--- config.mk ---
export PLATFORM = sky130hd
export DESIGN_NAME = i2c_sensor_responder_flat
export DESIGN_NICKNAME = d
export VERILOG_FILES = /design/src/rtl/i2c_sensor_responder_if.sv /design/src/rtl/i2c_sensor_responder.sv /design/src/flat_wrapper.sv
export SDC_FILE = /design/constraint.sdc
export NUM_CORES = 1
export LEC_CHECK = 0
export ABC_AREA = 1
export BUFFER_PORTS_ARGS = -buffer_cell sky130_fd_sc_hd__buf_2
export CORE_MARGIN = 3
export CORE_UTILIZATION = 50
export DETAILED_ROUTE_END_ITERATION = 16
export MAX_ROUTING_LAYER = met4
export PLACE_DENSITY = 0.75
export REMOVE_ABC_BUFFERS = 1
export SYNTH_ARGS = -nofsm -noshare
export SYNTH_HDL_FRONTEND = slang
export SYNTH_SLANG_ARGS = --single-unit
--- constraint.sdc ---
create_clock -name clk -period 2.79 [get_ports clk]
set_clock_uncertainty 0.05 [all_clocks]
set_input_delay 0.1395 -clock clk [delete_from_list [all_inputs] [get_ports clk]]
set_output_delay 0.1395 -clock clk [all_outputs]
set_load 0.01 [all_outputs]
--- src/rtl/i2c_sensor_responder_if.sv ---
// Bus bundle for i2c_sensor_responder: I2C pin levels, host preload port, write-commit report, FSM debug.
// Handshake: host_we is a one-cycle write strobe and wr_stb a one-cycle valid; neither side has a ready, so
// both are always accepted in the cycle they are asserted. sda_oe=1 means the target pulls SDA low.
interface i2c_sensor_responder_if #(
  parameter int REG_AW = 6
);
  logic              scl_i;
  logic              sda_i;
  logic              sda_oe;
  logic              host_we;
  logic [REG_AW-1:0] host_addr;
  logic [7:0]        host_data;
  logic              wr_stb;
  logic [REG_AW-1:0] wr_addr;
  logic [7:0]        wr_data;
  logic              busy;
  logic [3:0]        dbg_state;

  modport slave (
    input  scl_i, sda_i, host_we, host_addr, host_data,
    output sda_oe, wr_stb, wr_addr, wr_data, busy, dbg_state
  );

  modport master (
    output scl_i, sda_i, host_we, host_addr, host_data,
    input  sda_oe, wr_stb, wr_addr, wr_data, busy, dbg_state
  );
endinterface

--- src/rtl/i2c_sensor_responder.sv ---
// I2C target emulating one sensor device with a host-preloadable 8-bit register file.
// Optional macro I2C_RESP_AUTOINC_EN: pointer advances only when sub-address bit 7 was set.
module i2c_sensor_responder #(
  parameter logic [6:0] DEV_ADDR    = 7'h19,
  parameter int         REG_AW      = 6,
  parameter int         SYNC_STAGES = 2
) (
  input  logic                  clk,
  input  logic                  rst_n,
  i2c_sensor_responder_if.slave io_bus
);
  localparam int NREGS = 2 ** REG_AW;

  typedef enum logic [3:0] {
    S_IDLE, S_DEV_ADDR, S_DEV_ACK, S_SUB_ADDR, S_SUB_ACK,
    S_WR_DATA, S_WR_ACK, S_RD_DATA, S_RD_ACK, S_WAIT
  } state_t;

  state_t                 r_state, w_state_nxt;
  logic [SYNC_STAGES-1:0] r_scl_sync, r_sda_sync;
  logic                   r_scl_d, r_sda_d;
  logic                   w_scl, w_sda, w_scl_rise, w_scl_fall, w_start, w_stop, w_bus_evt;
  logic [7:0]             r_shift;
  logic [3:0]             r_bitcnt;
  logic [REG_AW-1:0]      r_ptr, w_step;
  logic                   r_mack;
  logic                   r_sda_oe, w_sda_oe_nxt, r_busy, w_busy_nxt;
  logic                   r_wr_stb;
  logic [REG_AW-1:0]      r_wr_addr;
  logic [7:0]             r_wr_data;
  logic [7:0]             r_regs [NREGS];
  logic                   w_byte_done, w_addr_hit, w_commit, w_load, w_adv;
  logic [7:0]             w_wr_byte, w_rd_byte;
`ifdef I2C_RESP_AUTOINC_EN
  logic                   r_autoinc;
  assign w_adv = r_autoinc;
`else
  assign w_adv = 1'b1;
`endif

  // Synchronisers reset to the idle-bus level so reset release never fakes an edge.
  always_ff @(posedge clk or negedge rst_n) begin
    if (!rst_n) begin
      r_scl_sync <= '1;
      r_sda_sync <= '1;
      r_scl_d    <= 1'b1;
      r_sda_d    <= 1'b1;
    end else begin
      r_scl_sync <= {r_scl_sync[SYNC_STAGES-2:0], io_bus.scl_i};
      r_sda_sync <= {r_sda_sync[SYNC_STAGES-2:0], io_bus.sda_i};
      r_scl_d    <= w_scl;
      r_sda_d    <= w_sda;
    end
  end

  assign w_scl       = r_scl_sync[SYNC_STAGES-1];
  assign w_sda       = r_sda_sync[SYNC_STAGES-1];
  assign w_scl_rise  = w_scl & ~r_scl_d;
  assign w_scl_fall  = ~w_scl & r_scl_d;
  assign w_start     = w_scl & r_scl_d & r_sda_d & ~w_sda;
  assign w_stop      = w_scl & r_scl_d & ~r_sda_d & w_sda;
  assign w_bus_evt   = w_start | w_stop;
  assign w_byte_done = (r_bitcnt == 4'd8);
  assign w_addr_hit  = (r_shift[7:1] == DEV_ADDR);
  assign w_wr_byte   = {r_shift[6:0], w_sda};
  assign w_rd_byte   = r_regs[r_ptr];
  assign w_step      = {{(REG_AW-1){1'b0}}, w_adv};
  assign w_commit    = ~w_bus_evt & w_scl_rise & (r_state == S_WR_DATA) & (r_bitcnt == 4'd7);
  // R/W bit stays in r_shift[0] through DEV_ACK because nothing shifts in that state.
  assign w_load      = ~w_bus_evt & w_scl_fall &
                       (((r_state == S_DEV_ACK) & r_shift[0]) | ((r_state == S_RD_ACK) & ~r_mack));

  always_ff @(posedge clk or negedge rst_n) begin
    if (!rst_n) begin
      r_state  <= S_IDLE;
      r_sda_oe <= 1'b0;
      r_busy   <= 1'b0;
    end else begin
      r_state  <= w_state_nxt;
      r_sda_oe <= w_sda_oe_nxt;
      r_busy   <= w_busy_nxt;
    end
  end

  always_comb begin
    w_state_nxt  = r_state;
    w_sda_oe_nxt = r_sda_oe;
    w_busy_nxt   = r_busy;
    if (w_bus_evt) begin
      w_state_nxt  = w_start ? S_DEV_ADDR : S_IDLE;
      w_sda_oe_nxt = 1'b0;
      w_busy_nxt   = 1'b0;
    end else if (w_scl_fall) begin
      case (r_state)
        S_DEV_ADDR: if (w_byte_done) begin
          if (w_addr_hit) begin
            w_state_nxt  = S_DEV_ACK;
            w_sda_oe_nxt = 1'b1;
            w_busy_nxt   = 1'b1;
          end else begin
            w_state_nxt  = S_IDLE;
          end
        end
        S_DEV_ACK: begin
          w_state_nxt  = r_shift[0] ? S_RD_DATA : S_SUB_ADDR;
          w_sda_oe_nxt = r_shift[0] & ~w_rd_byte[7];
        end
        S_SUB_ADDR: if (w_byte_done) begin
          w_state_nxt  = S_SUB_ACK;
          w_sda_oe_nxt = 1'b1;
        end
        S_SUB_ACK, S_WR_ACK: begin
          w_state_nxt  = S_WR_DATA;
          w_sda_oe_nxt = 1'b0;
        end
        S_WR_DATA: if (w_byte_done) begin
          w_state_nxt  = S_WR_ACK;
          w_sda_oe_nxt = 1'b1;
        end
        S_RD_DATA: begin
          if (w_byte_done) begin
            w_state_nxt  = S_RD_ACK;
            w_sda_oe_nxt = 1'b0;
          end else begin
            w_sda_oe_nxt = ~r_shift[6];
          end
        end
        S_RD_ACK: begin
          w_state_nxt  = r_mack ? S_WAIT : S_RD_DATA;
          w_sda_oe_nxt = ~r_mack & ~w_rd_byte[7];
        end
        default: ;
      endcase
    end
  end

  always_ff @(posedge clk or negedge rst_n) begin
    if (!rst_n) begin
      r_shift   <= 8'h00;
      r_bitcnt  <= 4'd0;
      r_ptr     <= '0;
      r_mack    <= 1'b1;
      r_wr_stb  <= 1'b0;
      r_wr_addr <= '0;
      r_wr_data <= 8'h00;
`ifdef I2C_RESP_AUTOINC_EN
      r_autoinc <= 1'b0;
`endif
    end else begin
      r_wr_stb <= w_commit;
      if (w_commit) begin
        r_wr_addr <= r_ptr;
        r_wr_data <= w_wr_byte;
      end
      if (w_start) begin
        r_bitcnt <= 4'd0;
      end else if (!w_stop && w_scl_rise) begin
        case (r_state)
          S_DEV_ADDR, S_SUB_ADDR, S_WR_DATA: begin
            r_shift  <= w_wr_byte;
            r_bitcnt <= r_bitcnt + 4'd1;
          end
          S_RD_DATA: r_bitcnt <= r_bitcnt + 4'd1;
          S_RD_ACK:  r_mack   <= w_sda;
          default: ;
        endcase
        if (w_commit) r_ptr <= r_ptr + w_step;
      end else if (!w_stop && w_scl_fall) begin
        case (r_state)
          S_SUB_ADDR: if (w_byte_done) begin
            r_ptr <= r_shift[REG_AW-1:0];
`ifdef I2C_RESP_AUTOINC_EN
            r_autoinc <= r_shift[7];
`endif
          end
          S_RD_DATA: if (!w_byte_done) r_shift <= {r_shift[6:0], 1'b0};
          S_DEV_ACK, S_SUB_ACK, S_WR_ACK, S_RD_ACK: r_bitcnt <= 4'd0;
          default: ;
        endcase
        if (w_load) begin
          r_shift <= w_rd_byte;
          r_ptr   <= r_ptr + w_step;
        end
      end
    end
  end

  // An I2C commit to the same entry takes priority over a simultaneous host write.
  always_ff @(posedge clk or negedge rst_n) begin
    if (!rst_n) begin
      for (int i = 0; i < NREGS; i++) r_regs[i] <= 8'h00;
    end else begin
      for (int i = 0; i < NREGS; i++) begin
        if (w_commit && r_ptr == REG_AW'(i))
          r_regs[i] <= w_wr_byte;
        else if (io_bus.host_we && io_bus.host_addr == REG_AW'(i))
          r_regs[i] <= io_bus.host_data;
      end
    end
  end

  assign io_bus.sda_oe    = r_sda_oe;
  assign io_bus.busy      = r_busy;
  assign io_bus.wr_stb    = r_wr_stb;
  assign io_bus.wr_addr   = r_wr_addr;
  assign io_bus.wr_data   = r_wr_data;
  assign io_bus.dbg_state = r_state;
endmodule

--- src/flat_wrapper.sv ---
// flat-port wrapper written by rule: the top's interface ports become plain ports
module i2c_sensor_responder_flat 
#(
  parameter logic [6:0] DEV_ADDR    = 7'h19,
  parameter int         REG_AW      = 6,
  parameter int         SYNC_STAGES = 2
)
  (clk, rst_n, io_bus_scl_i, io_bus_sda_i, io_bus_host_we, io_bus_host_addr, io_bus_host_data, io_bus_sda_oe, io_bus_wr_stb, io_bus_wr_addr, io_bus_wr_data, io_bus_busy, io_bus_dbg_state);
  i2c_sensor_responder_if #(.REG_AW(REG_AW)) io_bus_i ();
  input  logic clk;
  input  logic rst_n;
  input wire logic [$bits(io_bus_i.scl_i)-1:0] io_bus_scl_i;
  input wire logic [$bits(io_bus_i.sda_i)-1:0] io_bus_sda_i;
  input wire logic [$bits(io_bus_i.host_we)-1:0] io_bus_host_we;
  input wire logic [$bits(io_bus_i.host_addr)-1:0] io_bus_host_addr;
  input wire logic [$bits(io_bus_i.host_data)-1:0] io_bus_host_data;
  output wire logic [$bits(io_bus_i.sda_oe)-1:0] io_bus_sda_oe;
  output wire logic [$bits(io_bus_i.wr_stb)-1:0] io_bus_wr_stb;
  output wire logic [$bits(io_bus_i.wr_addr)-1:0] io_bus_wr_addr;
  output wire logic [$bits(io_bus_i.wr_data)-1:0] io_bus_wr_data;
  output wire logic [$bits(io_bus_i.busy)-1:0] io_bus_busy;
  output wire logic [$bits(io_bus_i.dbg_state)-1:0] io_bus_dbg_state;
  assign io_bus_i.scl_i = io_bus_scl_i;
  assign io_bus_i.sda_i = io_bus_sda_i;
  assign io_bus_i.host_we = io_bus_host_we;
  assign io_bus_i.host_addr = io_bus_host_addr;
  assign io_bus_i.host_data = io_bus_host_data;
  assign io_bus_sda_oe = io_bus_i.sda_oe;
  assign io_bus_wr_stb = io_bus_i.wr_stb;
  assign io_bus_wr_addr = io_bus_i.wr_addr;
  assign io_bus_wr_data = io_bus_i.wr_data;
  assign io_bus_busy = io_bus_i.busy;
  assign io_bus_dbg_state = io_bus_i.dbg_state;
  i2c_sensor_responder #(.DEV_ADDR(DEV_ADDR), .REG_AW(REG_AW), .SYNC_STAGES(SYNC_STAGES)) u_core (.clk(clk), .rst_n(rst_n), .io_bus(io_bus_i));
endmodule
==> results.md <==
* Height of the chip at roughly 250 um
* Leakage power summed over all cells at approximately 0.016 uW
* Syn avg cell area at just under 8 um2
* Netlist area before placement at about 31000 um2
* Flop-to-flop setup slack at between 100 and 150 ps
* Number of distinct library cell variants in the gate-level netlist after synthesis at 37
* Slew headroom at 0.251
* Ordered cell list for the critical path: inv_1, nand2_1, nor2_2, inv_2, nor2_4, nand2_4, buf_4, nor3_4, nand2_1, buf_4, nand3_1, o221ai_1
* Part of the Yosys area used for sequential elements at 0.452
* Area added between synthesis and finish at 12.9%
* First-iteration detailed-routing DRC count at between 4000 and 5000
* Worst-margin pin slew at between 1000 and 1500 ps
* Number of cells in the design after placement at between 4000 and 5000
* Total track usage at 0.353
* Fraction of met2 tracks used by global routing at 0.511
* Maximum number of pins on one net before global-route repair at roughly 110
* Critical Path End Type: flop
* Number of buffers created by CTS at 58
* Time the worst path needs with I/O delays and setup at between 2000 and 3000 ps
* Cell internal pwr at roughly 17000 uW
* Max IR drop VDD at about 0.00055 V
* Max Transition Viols Final at 0
* Congestion Overflow GR at 0
* Critical Path Fanout Max at 16
* DP HPWL at 71200 um
* Data arrival time of the critical path at 3070 ps
* RD Place Congestion at 1.01
* Proportion of total power due to net switching at 0.375
* Total length of routed wires at approximately 110000 um
* Worst min-delay path category: input port to flop
* Via count of the first global-routing pass at ~29000
* Avg WL per Cell at between 20 and 25 um
* WS Path Type: flop to flop
* Initial cell density of the core at 0.509
* Number of instances in the synthesized netlist at just under 4000
* Switching power of the nets at between 10000 and 15000 uW
* Post-Place Setup Slack at 103 ps
* Relative contribution of the clock network to total power at 0.308
* Share of power burned in combinational logic at 0.318
* Remaining routing DRC violations at 0
* Number of detailed-route iterations in the first pass at 9
* Register bit count reported by yosys at roughly 560
* Vias after detailed routing at between 30000 and 40000
* # port buffers at 39
* Number of nets with antenna violations after routing at 0
* Critical path required time at around 3200 ps
* Count of boundary I/O pins at 40
* Die area at ~65000 um2
* Reported max-cap violation count at 0
* Startpoint type of the worst setup path: flop
* Cell depth of the worst min-delay path at 4
* Core ar. at 60800 um2
* Clk sink count at roughly 560
* Die extent in x at approximately 250 um
* Setup-failing EPs final at 0
* Met3 track demand over resource in global routing at 0.0761
* Post-CTS Setup Bufs at 0
* Library cell contributing the largest single delay on the critical path: sky130_fd_sc_hd__nor3_4
* Power density relative to cell area at a little under 800 nW/um2
* Number of core rows at 90
* Crit path largest cell delay at around 450 ps
* Setup slack after layout at 140 ps
* CTS H-tree depth at 2
* Busiest layer in global routing: met2
* Status: completed
* CTS clock-pin slew for the worst setup and hold paths at around 60 ps
* Non-Filler Instances at approximately 4800
* Clock tree from TritonCTS: done
* Via density per instance at between 6 and 7
* Synth warnings at 0
* Proportion of layout cells with a drive suffix above 1 at 0.0967
* Sequential fraction of design power at 0.375
* Clock Path Buffers at 3
* Post-layout net count at approximately 4000
* Wire length of the first global-routing pass at between 150000 and 200000 um
* Fmax achieved at ~380 MHz
* Final number of hold-violating endpoints at 0
* Number of cells on the worst reg-to-reg path at 12
* Antenna violations before repair at 4
* Clock root buffer master: sky130_fd_sc_hd__clkbuf_16
* Tcrit/Tclk final at 0.950
* Global routing met1 resource utilization at 0.478
* Worst skew pair latency at ~650 ps
* Setup repair after global routing missed its margin: false
[cell usage in the layout (no fill, tap or decap), types with 18 or more instances in the layout]
cell and n:
sky130_fd_sc_hd__a21oi_1 152, sky130_fd_sc_hd__buf_12 27, sky130_fd_sc_hd__buf_2 30, sky130_fd_sc_hd__buf_4 168, sky130_fd_sc_hd__clkbuf_16 58, sky130_fd_sc_hd__clkinv_2 18
sky130_fd_sc_hd__dfrtp_1 549, sky130_fd_sc_hd__inv_1 501, sky130_fd_sc_hd__nand2_1 755, sky130_fd_sc_hd__nand3_1 591, sky130_fd_sc_hd__nor2_1 217, sky130_fd_sc_hd__o211ai_1 162
sky130_fd_sc_hd__o21ai_0 224, sky130_fd_sc_hd__o21ai_1 29, sky130_fd_sc_hd__o221ai_1 376
[path summary, 6_finish.rpt]
path / start / to
max in group asynchronous: rst_n / u_core.r_regs[266]
min reg2reg: u_core.r_sda_sync[0] / u_core.r_sda_sync[1]
min: io_bus_host_we / u_core.r_regs[119]
max reg2reg: u_core.io_bus.dbg_state[3] / u_core.r_regs[304]
min in group asynchronous: rst_n / u_core.r_regs[357]
max: u_core.io_bus.dbg_state[3] / u_core.r_regs[304]
[power by group through the flow]
stage	Clock (uW)	Combinational [uW]	Sequential [uW]
floorplan	0	4770	10500
global placement	0	8350	10400
detailed placement	0	8440	10400
CTS	8540	8510	10300
global route	8820	9390	10500
finish	8480	8770	10300
[per-layer routing]
layer,wire length (um),up-vias,share of wire
met5,0,-,0
met2,48600,1912,0.43
li1,-,13800,-
met3,13800,388,0.12
met1,44500,14900,0.40
met4,5620,0,0.050
[synthesized netlist by cell type (all sizes together)]
cell type	n	area, um2
o221ai	376	3290
nand4	12	75.1
ha	6	75.1
inv	517	1940
nor2	224	858
o22ai	2	12.5
xnor2	1	8.76
nor3	19	186
o311ai	16	140
dfstp	7	184
a211oi	1	7.51
dfrtp	551	13800
nand2	767	2910
buf	95	409
a21oi	152	761
nand3	591	2960
clkbuf	203	762
a31oi	1	6.26
o21ai	259	1310
and2	1	6.26
o31ai	1	7.51
a22oi	1	7.51
a41oi	1	8.76
o211ai	162	1220
clkinv	2	7.51
[cells by family after synthesis]
logic type	count (synthesis)	share of synthesized area
AND/OR/NAND/NOR	1614	0.226
flip-flops	558	0.452
XOR/XNOR	1	0.000283
AO/OA/AOI/OAI	972	0.219
buffers and inverters	817	0.101
adder cells (fa/ha/maj)	6	0.00243
[area by class of cell]
cell class	instances	area (um2)
clock inverter	28	412
tap	782	978
multi-input combinational	2593	13900
fill	5503	25900
antenna	4	10.0
sequential	558	14000
clock buffer	77	1640
inverter	519	1960
timing repair buffer	236	2070
[stage by stage]
stage	total power, uW	hold slack (ps)	cell area, um2	utilization	TNS (ps)
final	27600	72.0	34900	0.574	0
after global routing	28700	100	34900	0.574	0
after CTS	27300	28.1	34900	0.574	0
after detailed placement	18900	71.3	32700	0.538	0
after global placement	18700	71.5	32700	0.538	0
after floorplan	15300	-206	29800	-	-3306560
[flip-flops by register name, summed over array words and instances, names as in the netlist, 2 cells and up]
register                 count
u_core.io_bus.wr_data        8
u_core.r_shift               8
u_core.io_bus.dbg_state      4
u_core.io_bus.wr_addr        6
u_core.r_bitcnt              4
u_core.r_scl_sync            2
u_core.r_ptr                 6
u_core.r_sda_sync            2
u_core.r_regs              512
[what timing repair did]
item | 4_1_cts | 5_1_grt
endpoints found under the setup margin | 0 | 49
endpoints found under the hold margin | 409 | 0
hold buffers | 10 | 0
gates resized for setup | 0 | 4
[worst max-delay path, delay by kind of cell, from the launching register on]
kind	cells	cell delay (ps)
buffers and inverters	4	670
DFF	1	390
AOI/OAI and AO/OA	1	110
and+or+nand+nor	7	1260
Note: power is estimated with default switching activity, not from simulation.
